[src/rtl/fifo_wr_arbiter.sv]
// Round-robin write arbiter sharing one FIFO write port between REQ producers.
// Grants one producer at a time for up to MAX_BURST words, honouring fifo_full.
module fifo_wr_arbiter #(
   parameter int WIDTH     = 16,
   parameter int REQ       = 4,
   parameter int MAX_BURST = 4
) (
   input  logic                 clk,
   input  logic                 res_n,
   input  logic [REQ-1:0]       req_valid,
   input  logic [REQ*WIDTH-1:0] req_data,
   output logic [REQ-1:0]       req_ready,
   input  logic                 fifo_full,
   output logic                 fifo_shift_in,
   output logic [WIDTH-1:0]     fifo_wdata,
   output logic [REQ-1:0]       grant,
   output logic                 busy
);

   localparam int IW = $clog2(REQ);

   typedef enum logic {S_IDLE, S_GRANT} state_e;

   state_e          state_q, state_d;
   logic [IW-1:0]   owner_q, owner_d;
   logic [IW-1:0]   ptr_q, ptr_d;
   logic [3:0]      burst_q, burst_d;
   logic [REQ-1:0]  grant_q, grant_d;

   logic            own_valid;
   logic [WIDTH-1:0] own_data;
   logic            found;
   logic [IW-1:0]   next_owner;
   logic [IW-1:0]   release_ptr;

   // Current owner's request and data word
   always_comb begin
      own_valid = 1'b0;
      own_data  = '0;
      for (int unsigned i = 0; i < REQ; i++) begin
         if (owner_q == IW'(i)) begin
            own_valid = req_valid[i];
            own_data  = req_data[i*WIDTH +: WIDTH];
         end
      end
   end

   // Cyclic search starting at ptr_q, first valid index wins
   always_comb begin
      found      = 1'b0;
      next_owner = ptr_q;
      for (int unsigned k = 0; k < REQ; k++) begin
         for (int unsigned j = 0; j < REQ; j++) begin
            if (!found && req_valid[j] && (j == (32'(ptr_q) + k) % REQ)) begin
               found      = 1'b1;
               next_owner = IW'(j);
            end
         end
      end
      release_ptr = (owner_q == IW'(REQ-1)) ? '0 : owner_q + 1'b1;
   end

   always_ff @(posedge clk or negedge res_n) begin
      if (!res_n) begin
         state_q <= S_IDLE;
         owner_q <= '0;
         ptr_q   <= '0;
         burst_q <= '0;
         grant_q <= '0;
      end else begin
         state_q <= state_d;
         owner_q <= owner_d;
         ptr_q   <= ptr_d;
         burst_q <= burst_d;
         grant_q <= grant_d;
      end
   end

   always_comb begin
      state_d = state_q;
      owner_d = owner_q;
      ptr_d   = ptr_q;
      burst_d = burst_q;
      grant_d = grant_q;
      case (state_q)
         S_IDLE: begin
            if (found) begin
               state_d = S_GRANT;
               owner_d = next_owner;
               burst_d = '0;
               for (int unsigned i = 0; i < REQ; i++) begin
                  grant_d[i] = (next_owner == IW'(i));
               end
            end
         end
         S_GRANT: begin
            if (!own_valid) begin
               state_d = S_IDLE;
               ptr_d   = release_ptr;
               grant_d = '0;
            end else if (!fifo_full) begin
               burst_d = burst_q + 4'd1;
               if (burst_q + 4'd1 == 4'(MAX_BURST)) begin
                  state_d = S_IDLE;
                  ptr_d   = release_ptr;
                  grant_d = '0;
               end
            end
         end
         default: state_d = S_IDLE;
      endcase
   end

   always_comb begin
      busy          = (state_q == S_GRANT);
      grant         = grant_q;
      req_ready     = '0;
      fifo_shift_in = 1'b0;
      fifo_wdata    = '0;
      if (state_q == S_GRANT) begin
         for (int unsigned i = 0; i < REQ; i++) begin
            req_ready[i] = (owner_q == IW'(i)) & ~fifo_full;
         end
         fifo_shift_in = own_valid & ~fifo_full;
         fifo_wdata    = own_data;
      end
   end

endmodule
[config.mk]
export PLATFORM = sky130hd
export DESIGN_NAME = fifo_wr_arbiter
export DESIGN_NICKNAME = d
export VERILOG_FILES = /design/src/rtl/fifo_wr_arbiter.sv
export SDC_FILE = /design/constraint.sdc
export NUM_CORES = 1
export LEC_CHECK = 0
export CORE_MARGIN = 4
export CORE_UTILIZATION = 37
export CTS_CLUSTER_DIAMETER = 100
export DETAILED_ROUTE_END_ITERATION = 7
export MAX_ROUTING_LAYER = met4
export PLACE_DENSITY = 0.82
export SYNTH_ARGS = -nofsm -noshare
export SYNTH_HDL_FRONTEND = slang
export SYNTH_SLANG_ARGS = --single-unit
[constraint.sdc]
create_clock -name clk -period 2.74 [get_ports clk]
set_clock_uncertainty 0.2 [all_clocks]
set_input_delay 0.548 -clock clk [delete_from_list [all_inputs] [get_ports clk]]
set_output_delay 0.548 -clock clk [all_outputs]
set_load 0.1 [all_outputs]
After elaboration in Yosys (flattened, before gate mapping)

Index checks and enable logic that the tools add are counted.

Bits in registers: 13
Bits in latches: 0
Bits in writable memories: 0
ROM bits: 0
Bits of input ports: 71
Output and inout port bits: 26
Word-level logic and storage cells: 160
Memories kept: 0

Add/sub/neg operators: 5
Multiply operators: 0
Div/mod/pow operators: 0
$lt $le $gt $ge: 0
Eq/ne operators: 26
Shift operators: 0
Mux-type cells: 61
Bitwise gates (word level): 7
Reductions and logical operators: 56

Operators by type and width:

| operator                                                                 | number |
|---|---|
| 32-bit zero test                                                         | 4 |
| 16-bit 2-to-1 mux                                                        | 5 |
| 2-bit 2-to-1 mux                                                         | 20 |
| 4-bit 2-to-1 mux                                                         | 8 |
| 1-bit logical AND                                                        | 31 |
| 1-bit 2-to-1 mux                                                         | 25 |
| 2-bit equality test (first input constant)                               | 8 |
| 4-bit one-hot mux with 2 select lines                                    | 2 |
| 1-bit zero test                                                          | 15 |
| 3-bit AND reduction                                                      | 3 |
| 1-bit by 2-bit equality test with 1-bit output (first input constant)    | 4 |
| 2-bit equality test (second input constant)                              | 4 |
| 2-bit inequality test (second input constant)                            | 3 |
| 1-bit bitwise AND                                                        | 5 |
| 2-bit by 1-bit adder with 2-bit output (second input constant)           | 2 |
| 2-bit adder (second input constant)                                      | 2 |
| 4-bit by 1-bit adder with 4-bit output (second input constant)           | 1 |
| 2-bit by 1-bit equality test with 1-bit output (second input constant)   | 2 |
| 4-bit by 3-bit equality test with 1-bit output (second input constant)   | 1 |
| 2-bit zero test                                                          | 2 |
| 2-bit by 1-bit inequality test with 1-bit output (second input constant) | 2 |
| 3-bit by 2-bit inequality test with 1-bit output (second input constant) | 1 |
| 3-bit inequality test (second input constant)                            | 1 |
| 1-bit inverter                                                           | 2 |
| 2 further kinds                                                          | 2 |

Logic depth before layout (Yosys ltp)

Gate-level depths: netlist of the first run.

Depth in word-level cells: 66
Gate-level depth with buffers: 9
Gate-level depth less buffers: 7

Worst setup path before layout of the first run

Ideal clock, no wire load.

Kind: register -> output
Start point: register state_q (netlist: busy)
End point: output port fifo_shift_in
Arrival: 2280 ps
Required time: 1992 ps
Path slack: -288 ps
Cell stages (with the launch flop): 5
Path buffers: 0
Path through: dfrtp_1 > inv_1 > nor2_1 > nand2_1 > inv_1

Cells in the longest elaborated chain, start to end: 1

RTL lines:

| element                  | line | RTL |
|---|---|---|
| start: declaration       | 24   | `state_e state_q, state_d;` |
| start signal: assignment | 71   | `state_q <= state_d;` |
| 1-bit 2-to-1 mux         | 120  | `if (state_q == S_GRANT) begin` |
| end: declaration         | 14   | `output logic fifo_shift_in,` |

No other way between the ends.

Worst setup path in the final report of the first run

Start point: register owner_q[0]
End point: output port fifo_wdata[7]

Cells in the longest elaborated chain, start to end: 6
Elaborated cells on any way between the ends: 9
Those cells by class: 3 x eq/ne; 5 x mux; 1 x reduce/logical

RTL lines:

| element                         | line | RTL |
|---|---|---|
| start: declaration              | 25   | `logic [IW-1:0] owner_q, owner_d;` |
| start signal: assignment        | 72   | `owner_q <= owner_d;` |
| 2-bit zero test                 | 41   | `if (owner_q == IW'(i)) begin` |
| 16-bit 2-to-1 mux (3 in series) | 41   |  |
| 16-bit 2-to-1 mux *             | 41   |  |
| 16-bit 2-to-1 mux *             | 120  |  |
| end: declaration                | 15   | `output logic [WIDTH-1:0] fifo_wdata,` |

Every way passes the cells marked *; elsewhere a longest branch is shown, timed or not.

==> run_summary.xml, run 1 <==
<?xml version="1.0" encoding="UTF-8"?>
<metrics>
  <group name="power_and_ir_drop">
    <metric name="power.ir.vdd_worst" unit="mV">0.9063</metric>
    <metric name="leakage" unit="uW">0.001212</metric>
    <metric name="finalPower" unit="uW">4353</metric>
    <metric name="power_density_cells" unit="nW/um^2">1458</metric>
  </group>
  <group name="routing">
    <metric name="routed_wire_length_per_instance" unit="um">16.67</metric>
    <metric name="detail_route.iter0.violations" unit="">92</metric>
    <metric name="vias_per_cell" unit="">5.351</metric>
    <metric name="drcViolationCount" unit="">0</metric>
    <metric name="drt_pre_antenna_iters" unit="">4</metric>
    <metric name="postRouteWirelength" unit="um">6085</metric>
    <metric name="route.vias.total" unit="">1953</metric>
    <metric name="final_antenna_net_count" unit="">0</metric>
  </group>
  <group name="sta">
    <metric name="finalHoldViolCount" unit="">0</metric>
    <metric name="finalCritPeriodShare" unit="%">100.2</metric>
    <metric name="report.final.setup_viol" unit="">1</metric>
    <metric name="setup_ws" unit="ps">-4.691</metric>
    <metric name="slew_headroom" unit="%">59.63</metric>
    <metric name="fin_crit" unit="ps">2745</metric>
    <metric name="timing.fmax" unit="MHz">364.3</metric>
    <metric name="grt_setup_unrepaired" unit="">yes</metric>
    <metric name="slew_violations" unit="">0</metric>
    <metric name="finalHoldWorstSlack" unit="ps">316.3</metric>
    <metric name="worst-slew-pin-transition" unit="ps">603.6</metric>
  </group>
  <group name="layout">
    <metric name="final_non_filler_cell_total" unit="">365</metric>
    <metric name="layout.cells.most_common" unit="">sky130_fd_sc_hd__clkdlybuf4s50_1</metric>
    <metric name="top_library_cells_by_usage_in_the_layout_fill_and_taps_aside" unit="">sky130_fd_sc_hd__clkdlybuf4s50_1, sky130_fd_sc_hd__nand2_1, sky130_fd_sc_hd__a21oi_1</metric>
    <metric name="utilization" unit="%">79.20</metric>
    <metric name="num-nets-final" unit="">395</metric>
    <metric name="area_growth" unit="%">101.1</metric>
    <metric name="finalInstanceArea" unit="sq um">2987</metric>
    <metric name="share_of_final_layout_standard_cells_stronger_than_drive_strength_1" unit="%">25.87</metric>
    <metric name="insertedDiodeCount" unit="">0</metric>
  </group>
  <group name="placed_design">
    <metric name="place_inst" unit="">356</metric>
    <metric name="place.gp.congestion" unit="">0.8325</metric>
    <metric name="place_hpwl" unit="um">4097</metric>
    <metric name="portBuffers" unit="">96</metric>
    <metric name="placed_cell_area" unit="sq um">2780</metric>
  </group>
  <group name="run_status">
    <metric name="run_status" unit="">finished, violations left</metric>
    <metric name="failed_checks" unit="">setup timing</metric>
  </group>
  <group name="clocking">
    <metric name="clk_buf_depth" unit="">2</metric>
    <metric name="cts_sinks" unit="">13</metric>
    <metric name="clkSlewWorstSetupHoldPaths" unit="ps">50</metric>
    <metric name="tritoncts.num_buffers" unit="">3</metric>
    <metric name="cts_root_buf" unit="">sky130_fd_sc_hd__clkbuf_8</metric>
    <metric name="cts_hold_buffers" unit="">0</metric>
    <metric name="cts-htree-levels" unit="">1</metric>
    <metric name="clk-insertion-delay-late" unit="ps">250</metric>
    <metric name="tritoncts" unit="">done</metric>
  </group>
  <group name="floorplan">
    <metric name="number_of_top_level_design_ports" unit="">97</metric>
    <metric name="initial_utilization" unit="%">39.38</metric>
    <metric name="floorplan.die_area" unit="sq um">5092</metric>
    <metric name="core_region_area" unit="sq um">3771</metric>
    <metric name="fp.dieH" unit="um">71.36</metric>
    <metric name="std_cell_rows" unit="">22</metric>
    <metric name="floorplan.die.width" unit="um">71.36</metric>
  </group>
  <group name="yosys">
    <metric name="ys_warn_count" unit="">0</metric>
    <metric name="synth_cell_type_count" unit="">30</metric>
    <metric name="postSynthCellCount" unit="">217</metric>
    <metric name="yosysSeqAreaShare" unit="%">21.90</metric>
    <metric name="async_reset_ff_share" unit="%">100.0</metric>
    <metric name="ys_ff_latch" unit="">13</metric>
    <metric name="synth_area_per_cell" unit="sq um">6.844</metric>
    <metric name="synthesis.area" unit="sq um">1485</metric>
    <metric name="synth_flop_cell" unit="">sky130_fd_sc_hd__dfrtp_1</metric>
    <metric name="mappedNetlistNets" unit="">294</metric>
    <metric name="count_of_flip_flops_with_a_built_in_enable_after_synthesis" unit="">0</metric>
  </group>
  <group name="run">
    <metric name="timing.max_cap.violations" unit="">0</metric>
  </group>
  <group name="grt">
    <metric name="grt_max_degree" unit="">35</metric>
    <metric name="grt_first_pass_wirelength" unit="um">9045</metric>
    <metric name="globalRouteTotalUtil" unit="%">21.90</metric>
    <metric name="grt_residual_overflow" unit="">0</metric>
    <metric name="antenna_found_initial" unit="">0</metric>
    <metric name="via_count_of_the_first_global_routing_pass" unit="">1857</metric>
  </group>
  <group name="worst_setup_path">
    <metric name="startpoint_type" unit="">flip-flop</metric>
    <metric name="critical_path.endpoint_type" unit="">output pin</metric>
    <metric name="crit_required" unit="ps">1990</metric>
    <metric name="crit_type" unit="">reg2out</metric>
    <metric name="cp_data_arrival_time" unit="ps">2000</metric>
    <metric name="crit_path_max_fanout" unit="">17</metric>
  </group>
  <group name="hold_path">
    <metric name="holdCritPathClass" unit="">reg2reg</metric>
  </group>
</metrics>
==> area by class of cell <==
class | count | area (sq um)
well taps | 48 | 60.06
fillers | 236 | 784.5
repair buffers | 112 | 1373
inverters | 6 | 25.02
multi-input cells | 182 | 1156
flip-flops and latches | 13 | 327.8
clock buffers | 4 | 45.04
==> cell families after synthesis <==
family          synth area share (%)
compound gates                 27.97
xor+xnor                       1.180
fa+ha+maj                      5.055
buf+inv                        5.898
flops                          21.90
mux                            1.432
simple gates                   36.56
==> metrics by stage <==
stage / setup slack, ps / setup TNS [ps]
CTS: 23.76 / 0
global route: -118.1 / -265.2
finish: -4.691 / -4.691
detailed placement: 170.8 / 0
global placement: 162.2 / 0
floorplan: 68.53 / 0
==> cells in the mapped netlist, drive strengths merged (3+ instances only) <==
| cell type | n | area [sq um] |
|---|---|---|
| nor2 | 9 | 33.78 |
| clkbuf | 10 | 37.54 |
| a21oi | 35 | 175.2 |
| nand2 | 40 | 150.1 |
| a32o | 4 | 40.04 |
| nand3 | 5 | 25.02 |
| inv | 6 | 22.52 |
| ha | 6 | 75.07 |
| o21ai | 22 | 110.1 |
| nand3b | 17 | 127.6 |
| and2 | 21 | 131.4 |
| nor3b | 4 | 30.03 |
| dfrtp | 13 | 325.3 |
| nor2b | 3 | 18.77 |
| buf | 6 | 27.53 |
==> flip-flops by register name, indices dropped and copies added, names as in the netlist <==
| register | flops |
|---|---|
| busy | 1 |
| burst_q | 4 |
| owner_q | 2 |
| ptr_q | 2 |
| grant | 4 |
==> path summary, 6_finish.rpt <==
path / startpoint / end / slack [ps] / cells past startpoint
setup / recovery: owner_q[0] / fifo_wdata[7] / -5 / 8
max in group asynchronous: res_n / busy / 1430 / 1
hold reg to reg: burst_q[3] / burst_q[3] / 320 / 2
hold / removal: burst_q[3] / burst_q[3] / 320 / 2
min in group asynchronous: res_n / owner_q[0] / 480 / 1
setup reg to reg: owner_q[0] / ptr_q[1] / 440 / 7
==> worst max-delay path, cell delays in order, from the launching register on <==
cell and delay [ps]:
sky130_fd_sc_hd__dfrtp_2 440, sky130_fd_sc_hd__ha_4 200, sky130_fd_sc_hd__clkbuf_16 180, sky130_fd_sc_hd__nand3b_1 170, sky130_fd_sc_hd__a21oi_2 150, sky130_fd_sc_hd__a21oi_1 70, sky130_fd_sc_hd__o21ai_1 180, sky130_fd_sc_hd__and2_4 180
sky130_fd_sc_hd__buf_12 170
==> what timing repair did <==
item	in CTS	in global routing
pin swaps	0	3
setup buffers	2	0
setup endpoints to repair	1	17
gates resized for setup	0	29
gates cloned	0	3
==> where the power goes <==
group | switching [uW] | total [uW] | internal (uW)
clock | 70.5 | 173 | 103
sequential | 112 | 377 | 265
combinational | 2300 | 3800 | 1500
==> metal layers <==
metal | part of all wire, % | GRT usage [%] | routed length (um)
met3 | 8.1 | 4.348 | 491
met1 | 41 | 28.51 | 2507
met5 | 0 | - | 0
met2 | 50 | 36.22 | 3042
met4 | 0.72 | 2.505 | 44
Note: power is estimated with default switching activity, not from simulation.
==> run 2, diff against run 1 <==
clock period = 3 ns   (was 2.74 ns; I/O delays follow)
==> run_summary.xml, run 2 (synthesized netlist as in run 1, its figures left out) <==
<?xml version="1.0" encoding="UTF-8"?>
<metrics>
  <group name="routing">
    <metric name="routed_wire_length_per_instance" unit="um">14.99</metric>
    <metric name="drt_pre_antenna_iters" unit="">4</metric>
    <metric name="postRouteWirelength" unit="um">5368</metric>
    <metric name="drcViolationCount" unit="">0</metric>
    <metric name="detail_route.iter0.violations" unit="">111</metric>
    <metric name="route.vias.total" unit="">1857</metric>
    <metric name="final_antenna_net_count" unit="">0</metric>
    <metric name="vias_per_cell" unit="">5.187</metric>
  </group>
  <group name="layout">
    <metric name="utilization" unit="%">74.12</metric>
    <metric name="top_library_cells_by_usage_in_the_layout_fill_and_taps_aside" unit="">sky130_fd_sc_hd__clkdlybuf4s50_1, sky130_fd_sc_hd__nand2_1, sky130_fd_sc_hd__a21oi_1</metric>
    <metric name="final_non_filler_cell_total" unit="">358</metric>
    <metric name="layout.cells.most_common" unit="">sky130_fd_sc_hd__clkdlybuf4s50_1</metric>
    <metric name="area_growth" unit="%">88.21</metric>
    <metric name="insertedDiodeCount" unit="">0</metric>
    <metric name="num-nets-final" unit="">388</metric>
    <metric name="share_of_final_layout_standard_cells_stronger_than_drive_strength_1" unit="%">18.06</metric>
  </group>
  <group name="hold_path">
    <metric name="hold_path_depth" unit="">2</metric>
    <metric name="hold_path_startpoint" unit="">burst_q[3]</metric>
    <metric name="holdCritPathClass" unit="">reg2reg</metric>
    <metric name="hold_path_end" unit="">burst_q[3]</metric>
  </group>
  <group name="sta">
    <metric name="slew_violations" unit="">0</metric>
    <metric name="finalCritPeriodShare" unit="%">95.18</metric>
    <metric name="timing.fmax" unit="MHz">350.2</metric>
    <metric name="grt_setup_unrepaired" unit="">yes</metric>
    <metric name="report.final.setup_viol" unit="">0</metric>
    <metric name="fin_crit" unit="ps">2855</metric>
    <metric name="finalHoldViolCount" unit="">0</metric>
    <metric name="worst-slew-pin-transition" unit="ps">583.4</metric>
    <metric name="slew_headroom" unit="%">60.98</metric>
  </group>
  <group name="power_and_ir_drop">
    <metric name="int_power" unit="uW">1500</metric>
    <metric name="leakage" unit="uW">0.001147</metric>
    <metric name="power_density_cells" unit="nW/um^2">1307</metric>
    <metric name="power.ir.vdd_worst" unit="mV">1.001</metric>
    <metric name="power.share.clock" unit="%">4.3</metric>
    <metric name="share_comb_of_total_power" unit="%">86.4</metric>
    <metric name="netSwitchingPower" unit="uW">2153</metric>
    <metric name="swShare" unit="%">58.94</metric>
    <metric name="seq_power_share" unit="%">9.3</metric>
  </group>
  <group name="floorplan">
    <metric name="core_region_area" unit="sq um">3771</metric>
    <metric name="fp.dieH" unit="um">71.36</metric>
    <metric name="initial_utilization" unit="%">39.38</metric>
    <metric name="floorplan.die.width" unit="um">71.36</metric>
    <metric name="number_of_top_level_design_ports" unit="">97</metric>
    <metric name="floorplan.die_area" unit="sq um">5092</metric>
    <metric name="std_cell_rows" unit="">22</metric>
  </group>
  <group name="clocking">
    <metric name="clkSlewWorstSetupHoldPaths" unit="ps">50</metric>
    <metric name="cts.repair_timing.setup_buffer_count" unit="">0</metric>
    <metric name="cts_root_buf" unit="">sky130_fd_sc_hd__clkbuf_8</metric>
    <metric name="cts-htree-levels" unit="">1</metric>
    <metric name="tritoncts.num_buffers" unit="">3</metric>
    <metric name="clk-insertion-delay-late" unit="ps">240</metric>
    <metric name="tritoncts" unit="">done</metric>
    <metric name="clk_buf_depth" unit="">2</metric>
    <metric name="cts_sinks" unit="">13</metric>
  </group>
  <group name="worst_setup_path">
    <metric name="crit_path_max_fanout" unit="">12</metric>
    <metric name="crit_type" unit="">reg2out</metric>
    <metric name="worst-r2r-cell-count" unit="">8</metric>
    <metric name="cp_data_arrival_time" unit="ps">2060</metric>
    <metric name="r2r-end" unit="">ptr_q[1]</metric>
    <metric name="slack_of_the_worst_reg_to_reg_path" unit="ps">580</metric>
    <metric name="startpoint_type" unit="">flip-flop</metric>
    <metric name="crit_required" unit="ps">2200</metric>
    <metric name="critical_path.endpoint_type" unit="">output pin</metric>
    <metric name="worst_r2r_startpoint" unit="">owner_q[1]</metric>
  </group>
  <group name="grt">
    <metric name="grt_residual_overflow" unit="">0</metric>
    <metric name="via_count_of_the_first_global_routing_pass" unit="">1735</metric>
    <metric name="antenna_found_initial" unit="">0</metric>
    <metric name="grt_max_degree" unit="">36</metric>
    <metric name="globalRouteTotalUtil" unit="%">20.99</metric>
    <metric name="grt_first_pass_wirelength" unit="um">8487</metric>
  </group>
  <group name="placed_design">
    <metric name="place_inst" unit="">354</metric>
    <metric name="place_hpwl" unit="um">4242</metric>
    <metric name="portBuffers" unit="">96</metric>
    <metric name="place.gp.congestion" unit="">0.8793</metric>
  </group>
  <group name="run">
    <metric name="timing.max_cap.violations" unit="">0</metric>
  </group>
  <group name="run_status">
    <metric name="run_status" unit="">finished, final reports clean</metric>
  </group>
</metrics>
[run 2: critical path, cell delays in order (launching register included)]
cell and delay [ps]:
sky130_fd_sc_hd__dfrtp_1 430, sky130_fd_sc_hd__inv_1 110, sky130_fd_sc_hd__ha_2 270, sky130_fd_sc_hd__buf_6 170, sky130_fd_sc_hd__nand3b_1 80, sky130_fd_sc_hd__a21oi_1 190, sky130_fd_sc_hd__a21oi_1 70, sky130_fd_sc_hd__o21ai_0 140
sky130_fd_sc_hd__and2_2 180, sky130_fd_sc_hd__buf_12 170
[run 2: how the worst max path moves through the flow]
stage,slack (ps),end,from,cells past startpoint
after global routing,-10,fifo_wdata[2],owner_q[0],9
final,140,fifo_wdata[6],owner_q[0],9
after floorplan,110,fifo_wdata[12],owner_q[1],8
after global placement,240,fifo_wdata[14],req_data[14],7
after CTS,40,fifo_wdata[5],owner_q[0],9
after detailed placement,240,fifo_shift_in,req_valid[2],6
[run 2: per-stage QoR]
| stage | TNS [ps] | cell area (sq um) | hold slack (ps) | total power (uW) | setup slack, ps |
|---|---|---|---|---|---|
| 2_1_floorplan | 0 | 1498 | 104.4 | 2402 | 108.4 |
| 3_3_place_gp | 0 | 2744 | 304.4 | 3460 | 244.6 |
| 3_5_place_dp | 0 | 2744 | 316.8 | 3488 | 235.0 |
| 4_1_cts | 0 | 2789 | 332.6 | 3653 | 36.50 |
| 5_1_grt | -9.737 | 2795 | 371.0 | 3843 | -9.737 |
| 6_report | 0 | 2795 | 328.0 | 3653 | 144.6 |
[run 2: layout make-up]
cell class	count	area, sq um
multi-input cells	182	1086
flip-flops and latches	13	326.6
well taps	48	60.06
repair buffers	105	1255
clock buffers	4	45.04
inverters	6	22.52
fillers	283	975.9
[run 2: routing by layer]
layer	up-vias	GRT usage (%)	wire [um]
met5	-	-	0
met4	0	5.846	65
met3	7	1.823	489
met2	80	33.78	2570
met1	837	28.10	2241
li1	933	-	-
[run 2: power groups by stage]
stage	logic, uW	clock network, uW	registers, uW
after global routing	3320	170	356
after CTS	3150	161	339
final	3160	156	340
after floorplan	1920	0	484
after global placement	3120	0	339
after detailed placement	3150	0	343
[run 2: repair_timing]
item | CTS | global route
setup endpoints to repair | 0 | 13
hold buffers | 0 | 0
resized for setup | 0 | 4
